**src/rtl/state_sequencer.sv**
```systemverilog
// Control-state sequencer for the multi-cycle MIPS32 core: next-state decode,
// illegal-instruction pulse and retired-instruction counter.
module state_sequencer #(
  parameter int CNT_W = 32
) (
  input  logic             clk,
  input  logic             rst_n,
  input  logic             en,
  input  logic [5:0]       op,
  input  logic [5:0]       funct,
  output logic [4:0]       state,
  output logic             retire,
  output logic             illegal,
  output logic [CNT_W-1:0] instr_cnt
);

  localparam logic [4:0] s0  = 5'd0;
  localparam logic [4:0] s1  = 5'd1;
  localparam logic [4:0] s2  = 5'd2;
  localparam logic [4:0] s3  = 5'd3;
  localparam logic [4:0] s4  = 5'd4;
  localparam logic [4:0] s5  = 5'd5;
  localparam logic [4:0] s6  = 5'd6;
  localparam logic [4:0] s7  = 5'd7;
  localparam logic [4:0] s8  = 5'd8;
  localparam logic [4:0] s9  = 5'd9;
  localparam logic [4:0] s10 = 5'd10;
  localparam logic [4:0] s11 = 5'd11;
  localparam logic [4:0] s12 = 5'd12;
  localparam logic [4:0] s13 = 5'd13;
  localparam logic [4:0] s14 = 5'd14;
  localparam logic [4:0] s15 = 5'd15;
  localparam logic [4:0] s16 = 5'd16;
  localparam logic [4:0] s17 = 5'd17;
  localparam logic [4:0] s18 = 5'd18;
  localparam logic [4:0] s19 = 5'd19;
  localparam logic [4:0] s21 = 5'd21;

  localparam logic [5:0] op_r     = 6'b000000;
  localparam logic [5:0] op_lw    = 6'b100011;
  localparam logic [5:0] op_sw    = 6'b101011;
  localparam logic [5:0] op_lb    = 6'b100000;
  localparam logic [5:0] op_sb    = 6'b101000;
  localparam logic [5:0] op_beq   = 6'b000100;
  localparam logic [5:0] op_j     = 6'b000010;
  localparam logic [5:0] op_jal   = 6'b000011;
  localparam logic [5:0] op_ori   = 6'b001101;
  localparam logic [5:0] op_lui   = 6'b001111;
  localparam logic [5:0] op_addi  = 6'b001000;
  localparam logic [5:0] op_addiu = 6'b001001;

  localparam logic [5:0] fn_addu = 6'b100001;
  localparam logic [5:0] fn_subu = 6'b100011;
  localparam logic [5:0] fn_slt  = 6'b101010;
  localparam logic [5:0] fn_jr   = 6'b001000;

  // Final state of every legal instruction path.
  localparam logic [31:0] term_mask =
      (32'd1 << s4)  | (32'd1 << s5)  | (32'd1 << s7)  | (32'd1 << s8)  |
      (32'd1 << s9)  | (32'd1 << s12) | (32'd1 << s15) | (32'd1 << s17) |
      (32'd1 << s18);

  logic [4:0]       state_reg, state_next;
  logic             illegal_reg, illegal_next;
  logic [CNT_W-1:0] cnt_reg;
  logic [31:0]      state_hot;
  logic             is_term;

  genvar gi;
  generate
    for (gi = 0; gi < 32; gi++) begin : g_hot
      assign state_hot[gi] = (state_reg == 5'(gi));
    end
  endgenerate

  assign is_term = |(state_hot & term_mask);

  always_comb begin
    state_next   = s0;
    illegal_next = 1'b0;
    case (state_reg)
      s0: state_next = s1;
      s1: begin
        case (op)
          op_r: begin
            case (funct)
              fn_addu: state_next = s6;
              fn_subu: state_next = s10;
              fn_slt:  state_next = s11;
              fn_jr:   state_next = s12;
              default: illegal_next = 1'b1;
            endcase
          end
          op_lw, op_sw, op_sb: state_next = s2;
          op_lb:    state_next = s16;
          op_beq:   state_next = s8;
          op_j:     state_next = s15;
          op_jal:   state_next = s9;
          op_ori:   state_next = s13;
          op_lui:   state_next = s14;
          op_addi:  state_next = s19;
          op_addiu: state_next = s21;
          default:  illegal_next = 1'b1;
        endcase
      end
      s2: begin
        case (op)
          op_lw:   state_next = s3;
          op_sw:   state_next = s5;
          op_sb:   state_next = s17;
          default: illegal_next = 1'b1;
        endcase
      end
      s3, s16:            state_next = s4;
      s6, s10, s11:       state_next = s7;
      s13, s14, s19, s21: state_next = s18;
      // Terminal states, s20 and unused codes all return to fetch.
      default:            state_next = s0;
    endcase
  end

  always_ff @(posedge clk) begin
    if (!rst_n) begin
      state_reg   <= s0;
      illegal_reg <= 1'b0;
      cnt_reg     <= '0;
    end else if (en) begin
      state_reg   <= state_next;
      illegal_reg <= illegal_next;
      if (is_term) cnt_reg <= cnt_reg + CNT_W'(1);
    end
  end

  assign state     = state_reg;
  assign illegal   = illegal_reg;
  assign instr_cnt = cnt_reg;
  assign retire    = en & is_term;

endmodule

```
**config.mk**
```make
export PLATFORM = sky130hd
export DESIGN_NAME = state_sequencer
export DESIGN_NICKNAME = d
export VERILOG_FILES = /design/src/rtl/state_sequencer.sv
export SDC_FILE = /design/constraint.sdc
export NUM_CORES = 1
export LEC_CHECK = 0
export BUFFER_PORTS_ARGS = -buffer_cell sky130_fd_sc_hd__buf_4
export CORE_ASPECT_RATIO = 0.8
export CORE_MARGIN = 2
export CORE_UTILIZATION = 55
export DETAILED_ROUTE_END_ITERATION = 8
export GPL_TIMING_DRIVEN = 0
export PLACE_DENSITY = 0.8
export SYNTH_ARGS = -nofsm -noshare
export SYNTH_HDL_FRONTEND = slang
export SYNTH_SLANG_ARGS = --single-unit
```
**constraint.sdc**
```tcl
create_clock -name clk -period 3.4 [get_ports clk]
set_clock_uncertainty 0.2 [all_clocks]
set_input_delay 0.34 -clock clk [delete_from_list [all_inputs] [get_ports clk]]
set_output_delay 0.34 -clock clk [all_outputs]
set_load 0.01 [all_outputs]
```
==> key figures, run 1 <==
Outcome
  • Outcome: finished, final reports clean

Timing
  • Final min period: 2810 ps
  • Setup violations, final: 0
  • Count of final max-slew check failures: 0
  • TNS Setup: 0 ps
  • Slew Limit Headroom: 38.5%
  • Final hold viol count: 0
  • Slew @ Worst Pin: 914 ps
  • Fmax: 355 MHz
  • RSZ-0062 raised after global routing: no
  • Final Cycle Share: 82.8%

Clocking
  • Cts repair resizes: 0
  • Setup Buffers After CTS: 0
  • CTS buffer count: 5
  • H-tree levels: 2
  • Clock Tree Root: clkbuf_8
  • Skew-Pair Late Insertion Delay: 290 ps
  • Worst-path clk slew: 80 ps
  • CTS tree: done
  • Clk buf depth: 2
  • Hold Buf Count CTS: 0
  • CTS Sinks: 38

Worst setup path
  • FF-to-FF Start: state[2]$_SDFFE_PN0P_
  • Setup slack, reg-to-reg: 850 ps
  • Cells along the critical path: buf_6 -> and4bb_2 -> a2bb2oi_1 -> buf_2 -> clkbuf_1 -> nand2_1 -> buf_4
  • Critical Path AT: 2270 ps
  • Critical Path RT: 2860 ps
  • CP max-delay cell: clkbuf_1
  • Max FO, Critical Path: 10
  • Worst flop-to-flop path endpoint: state[1]$_SDFFE_PN0P_
  • Crit end category: output port
  • Worst path max stage delay: 370 ps
  • Critical path startpoint category: flip-flop
  • R2R cell count: 6
  • CP delay by family, top: buffers and inverters
  • CP bufs+invs: 4
  • Critical path class: flip-flop to output port

Synthesis
  • EDFF count, synth: 0
  • Synthesized cell area: 2650 um^2
  • Post-Synthesis Cells: 327
  • Synth Register Bits: 38
  • Synth area leaders: dfxtp_1 (29%), xnor2_1 (6.9%), nor2_1 (5.1%), a2111oi_2 (4.5%), nand2_1 (4.1%)
  • Async set or reset register ratio after synthesis: 0%
  • Seq/Total Area, Yosys: 28.7%
  • Syn Area/Cell: 8.10 um^2
  • Cell taking the most area after synthesis: dfxtp_1
  • Synthesized net count: 343
  • Top cell type's share of synthesized area: 28.7%
  • YS warnings: 0
  • Netlist cell types: 62
  • Primary FF master, synth: dfxtp_1

GRT
  • Vias in the first global route: 2,461
  • Met2 GRT Util: 42.3%
  • Initial antenna violation count: 0
  • Grt total ovfl: 0
  • First-pass GRT wire length: 11,600 um
  • Largest net degree at the start of global routing: 13
  • Met1 Resource Use GR: 40.4%
  • Gr usage total: 27.4%
  • Most Crowded Layer GR: met2
  • Met3 Usage GRT: 5.05%

Hold path
  • Hold endpoint: instr_cnt[21]$_SDFFE_PN0P_
  • HP Start: rst_n
  • WHS Path Cells: 3
  • Min-Delay Path Class: primary input to flip-flop

Final layout
  • Layout Nets: 402
  • Number of diodes: 0
  • Final Cell Area: 3220 um^2
  • Layout fillers: 402
  • Area growth, synth to finish: 21.7%
  • Max reg flops: 32
  • Share of cells above drive strength 1: 22.0%

Detailed routing
  • Routed length per instance: 15.2 um
  • Drc violations: 0
  • Drt pass-1 iters: 5
  • Post-route ant nets: 0
  • Routed vias: 2,713
  • Drt via density: 6.07
  • Detailed Route WL: 6780 um
  • Iteration-0 DRC Markers: 305

Placed design
  • # port buffers: 52
  • Post-DP Area: 3120 um^2
  • Routability cong.: 0.999
  • Final HPWL DP: 4990 um

Floorplanning
  • Die area: 5390 um^2
  • Die Wd: 81.6 um
  • FP Rows: 22
  • Core area: 4620 um^2
  • Initial Utilization: 57.3%
  • Die Span Y: 66.1 um
  • # IOs: 54

Power
  • P_leak: 0.00122 uW
  • Pwr per Cell Area: 286 nW/um^2
  • Tot Pwr: 921 uW
  • Worst vdd ir: 199 uV

Flow run
  • Number of max-cap violations: 0
## Yosys cell counts, drive strengths merged (2+ instances only)
cell,count
and4,3
nor2,36
and3b,3
mux2i,9
o2bb2ai,2
clkbuf,14
o21ai,11
or4,2
nand4b,2
a21oi,9
nor3b,3
nand3,15
a31oi,6
buf,8
xor2,2
dfxtp,38
o41ai,2
a21boi,2
a2111oi,10
nand4,12
nor4b,5
o311ai,3
or2,4
and3,8
a21o,2
nor4,3
nor2b,3
a2111o,2
nand2,29
inv,9
xnor2,21
a211oi,10
nor3,3
nand2b,13
and2,2
o211ai,3
## layer usage
metal  vias up  wire (um)
li1       1329          -
met1      1278       3310
met2       102       2910
met3         4        540
met4         0         18
met5         -          0
## layout by cell type, fill, tap and decap left out, types with 4 or more instances in the layout
cell        n
or2_2       4
nand2b_1   13
clkbuf_8    5
nand4_1    12
a2111oi_2   8
dfxtp_1    38
nor4b_1     5
mux2i_1     9
clkbuf_1   14
a31oi_1     6
a21oi_1     9
and3_1      8
nor2_1     36
nand2_1    29
inv_1       9
xnor2_1    21
nand3_1    15
buf_6       4
buf_4      52
a211oi_1    9
o21ai_0    11
## where the power goes
group / switching, uW / internal (uW) / leakage [uW]
combinational: 57.6 / 37.6 / 0.000852
sequential: 1.51 / 447 / 0.000306
clock: 162 / 216 / 0.0000579
total: 221 / 700 / 0.00122
## metrics by stage
| stage | utilization, % | setup slack [ps] | instances | hold slack (ps) |
|---|---|---|---|---|
| 2_1_floorplan | - | 1070 | 327 | 289 |
| 3_3_place_gp | 67.4 | 688 | 439 | 257 |
| 3_5_place_dp | 67.4 | 649 | 439 | 272 |
| 4_1_cts | 69.7 | 560 | 447 | 165 |
| 5_1_grt | 69.7 | 409 | 447 | 180 |
| 6_report | 69.7 | 586 | 447 | 168 |
## worst reg2reg max path: cells and delay by family (launching register included)
family	cells	cell delay, ps
flops	1	330
buf+inv	1	140
compound gates	3	760
simple gates	2	1050
## final cells by class
class,count,area [um^2],area share (%)
multi-input combinational,257,1730,53.7
sequential,38,761,23.6
timing repair buffer,52,390,12.1
buffer,23,125,3.88
tap,60,75.1,2.33
clock buffer,5,68.8,2.13
clock inverter,3,40.0,1.24
inverter,9,33.8,1.05
## worst max-delay path by stage
stage | slack [ps] | cells after the start | endpoint | start
floorplan | 1070 | 7 | instr_cnt[28]$_SDFFE_PN0P_ | state[2]$_SDFFE_PN0P_
global placement | 690 | 8 | retire | en
detailed placement | 650 | 8 | retire | en
CTS | 560 | 7 | retire | state[2]$_SDFFE_PN0P_
global route | 410 | 7 | retire | state[2]$_SDFFE_PN0P_
finish | 590 | 7 | retire | state[2]$_SDFFE_PN0P_
## logic make-up after synthesis
logic type               synth area share (%)
AND/OR/NAND/NOR                          30.2
AO/OA/AOI/OAI                            23.7
flip-flops                               28.7
buffers and inverters                    6.00
XOR/XNOR                                 7.60
multiplexers                             3.40
adder cells (fa/ha/maj)                 0.472
(Power assumes the default switching activity.)
==> inputs of run 2 (changes only) <==
CORE_UTILIZATION = 50   (was 55)
PLACE_DENSITY = 0.77   (was 0.8)
clock period = 2.4 ns   (was 3.4 ns; I/O delays follow)
==> key figures, run 2 (synthesis gave the netlist of run 1 again) <==
Placed design
  • Routability cong.: 0.836
  • Post-DP Area: 3120 um^2
  • Final HPWL DP: 5080 um
  • Placed insts: 441
  • # port buffers: 52

Power
  • Clk pwr share: 37.1%
  • Internal: 919 uW
  • Tot Pwr: 1230 uW
  • P_sw: 310 uW
  • Pwr per Cell Area: 370 nW/um^2
  • Sequential power share: 51.7%
  • Worst vdd ir: 291 uV
  • Net Sw Frac: 25.2%
  • P_leak: 0.00125 uW
  • Comb pwr share: 11.2%

Worst setup path
  • Critical Path RT: 1960 ps
  • FF-to-FF Start: state[2]$_SDFFE_PN0P_
  • Worst flop-to-flop path endpoint: instr_cnt[26]$_SDFFE_PN0P_
  • Critical Path AT: 1890 ps
  • CP Launch Point: state[2]$_SDFFE_PN0P_
  • Critical path class: flip-flop to output port
  • R2R cell count: 7
  • CP endpoint: retire
  • Critical path startpoint category: flip-flop
  • Crit end category: output port
  • Max FO, Critical Path: 10
  • Setup slack, reg-to-reg: 100 ps

Final layout
  • Layout Nets: 410
  • Number of diodes: 0
  • Post-Layout Cell Count: 457
  • Area growth, synth to finish: 25.3%
  • Multi-input logic area: 1760 um^2
  • Share of cells above drive strength 1: 25.3%
  • Storage element area: 762 um^2
  • Final Util: 65.6%
  • Layout fillers: 440
  • Final Cell Area: 3320 um^2
  • Commonest cells after routing, fill and taps aside: buf_4 (60), dfxtp_1 (37), nor2_1 (35)
  • Commonest non-fill, non-tap cell in the layout: buf_4
  • Max reg flops: 32

Hold path
  • Min-Delay Path Class: primary input to flip-flop
  • HP Start: rst_n

Timing
  • TNS Setup: 0 ps
  • Slew Limit Headroom: 52.6%
  • Final Cycle Share: 97.1%
  • Slew @ Worst Pin: 711 ps
  • Final min period: 2330 ps
  • Final hold viol count: 0
  • Setup violations, final: 0
  • Fmax: 429 MHz
  • Count of final max-slew check failures: 0

GRT
  • Vias in the first global route: 2,387
  • Grt total ovfl: 0
  • Largest net degree at the start of global routing: 12
  • Gr usage total: 22.9%
  • First-pass GRT wire length: 11,300 um
  • Initial antenna violation count: 0

Clocking
  • Hold Buf Count CTS: 0
  • Clock Tree Root: clkbuf_8
  • CTS buffer count: 5
  • CTS Sinks: 38
  • Worst-path clk slew: 70 ps
  • CTS tree: done
  • H-tree levels: 2
  • Clk buf depth: 2
  • Skew-Pair Late Insertion Delay: 300 ps

Floorplanning
  • Core area: 5060 um^2
  • # IOs: 54
  • Initial Utilization: 52.3%
  • Die Wd: 85.4 um
  • Die area: 5900 um^2
  • FP Rows: 23
  • Die Span Y: 69.1 um

Detailed routing
  • Drt pass-1 iters: 4
  • Drt via density: 5.99
  • Iteration-0 DRC Markers: 341
  • Detailed Route WL: 6950 um
  • Routed length per instance: 15.2 um
  • Routed vias: 2,737
  • Drc violations: 0
  • Post-route ant nets: 0

Flow run
  • Number of max-cap violations: 0

Outcome
  • Outcome: finished, final reports clean
[run 2: worst min-delay path by stage]
stage | end | slack [ps] | cells past startpoint
3_3_place_gp | instr_cnt[31]$_SDFFE_PN0P_ | 260 | 2
6_report | instr_cnt[30]$_SDFFE_PN0P_ | 60 | 3
5_1_grt | instr_cnt[30]$_SDFFE_PN0P_ | 80 | 3
2_1_floorplan | instr_cnt[30]$_SDFFE_PN0P_ | 190 | 2
3_5_place_dp | instr_cnt[31]$_SDFFE_PN0P_ | 290 | 2
4_1_cts | instr_cnt[30]$_SDFFE_PN0P_ | 60 | 3
[run 2: cell type report]
cell class                      count  share of cell area [%]
Multi-Input combinational cell    257                    53.1
Timing Repair Buffer               60                    13.7
Tap cell                           62                    2.34
Sequential cell                    38                    22.9
Inverter                            9                    1.02
Buffer                             23                    4.18
Clock inverter                      1                   0.151
Clock buffer                        7                    2.60
[run 2: critical path, cell delays in order, from the launching register on]
cell,delay (ps)
dfxtp_1,320
buf_6,140
and2_4,160
a2111o_1,400
buf_6,170
buf_4,170
nand2_2,100
buf_4,130
[run 2: power by group through the flow]
stage	clock network (uW)	logic, uW	registers (uW)
2_1_floorplan	0	79.8	651
3_3_place_gp	0	129	650
3_5_place_dp	0	132	650
4_1_cts	463	134	635
5_1_grt	486	150	635
6_report	456	138	635
[run 2: layer usage]
layer  GRT usage (%)  vias to the layer above  wire (um)
met5               0                        -          0
met4            3.70                        0         51
met3            3.95                        7        414
met2            34.0                       88       3180
met1            34.9                     1305       3310
li1                -                     1337          -
[run 2: through the flow]
stage	setup slack [ps]	hold slack [ps]
after detailed placement	-161	287
final	69.3	61.7
after floorplan	67.6	189
after global placement	-121	257
after CTS	12.6	62.6
after global routing	-5.81	77.0
[run 2: repair_timing]
item                                    in CTS  in global routing
setup buffers                                1                  7
endpoints found under the setup margin      14                 12
pin swaps                                    1                  3
resized for setup                            9                  7
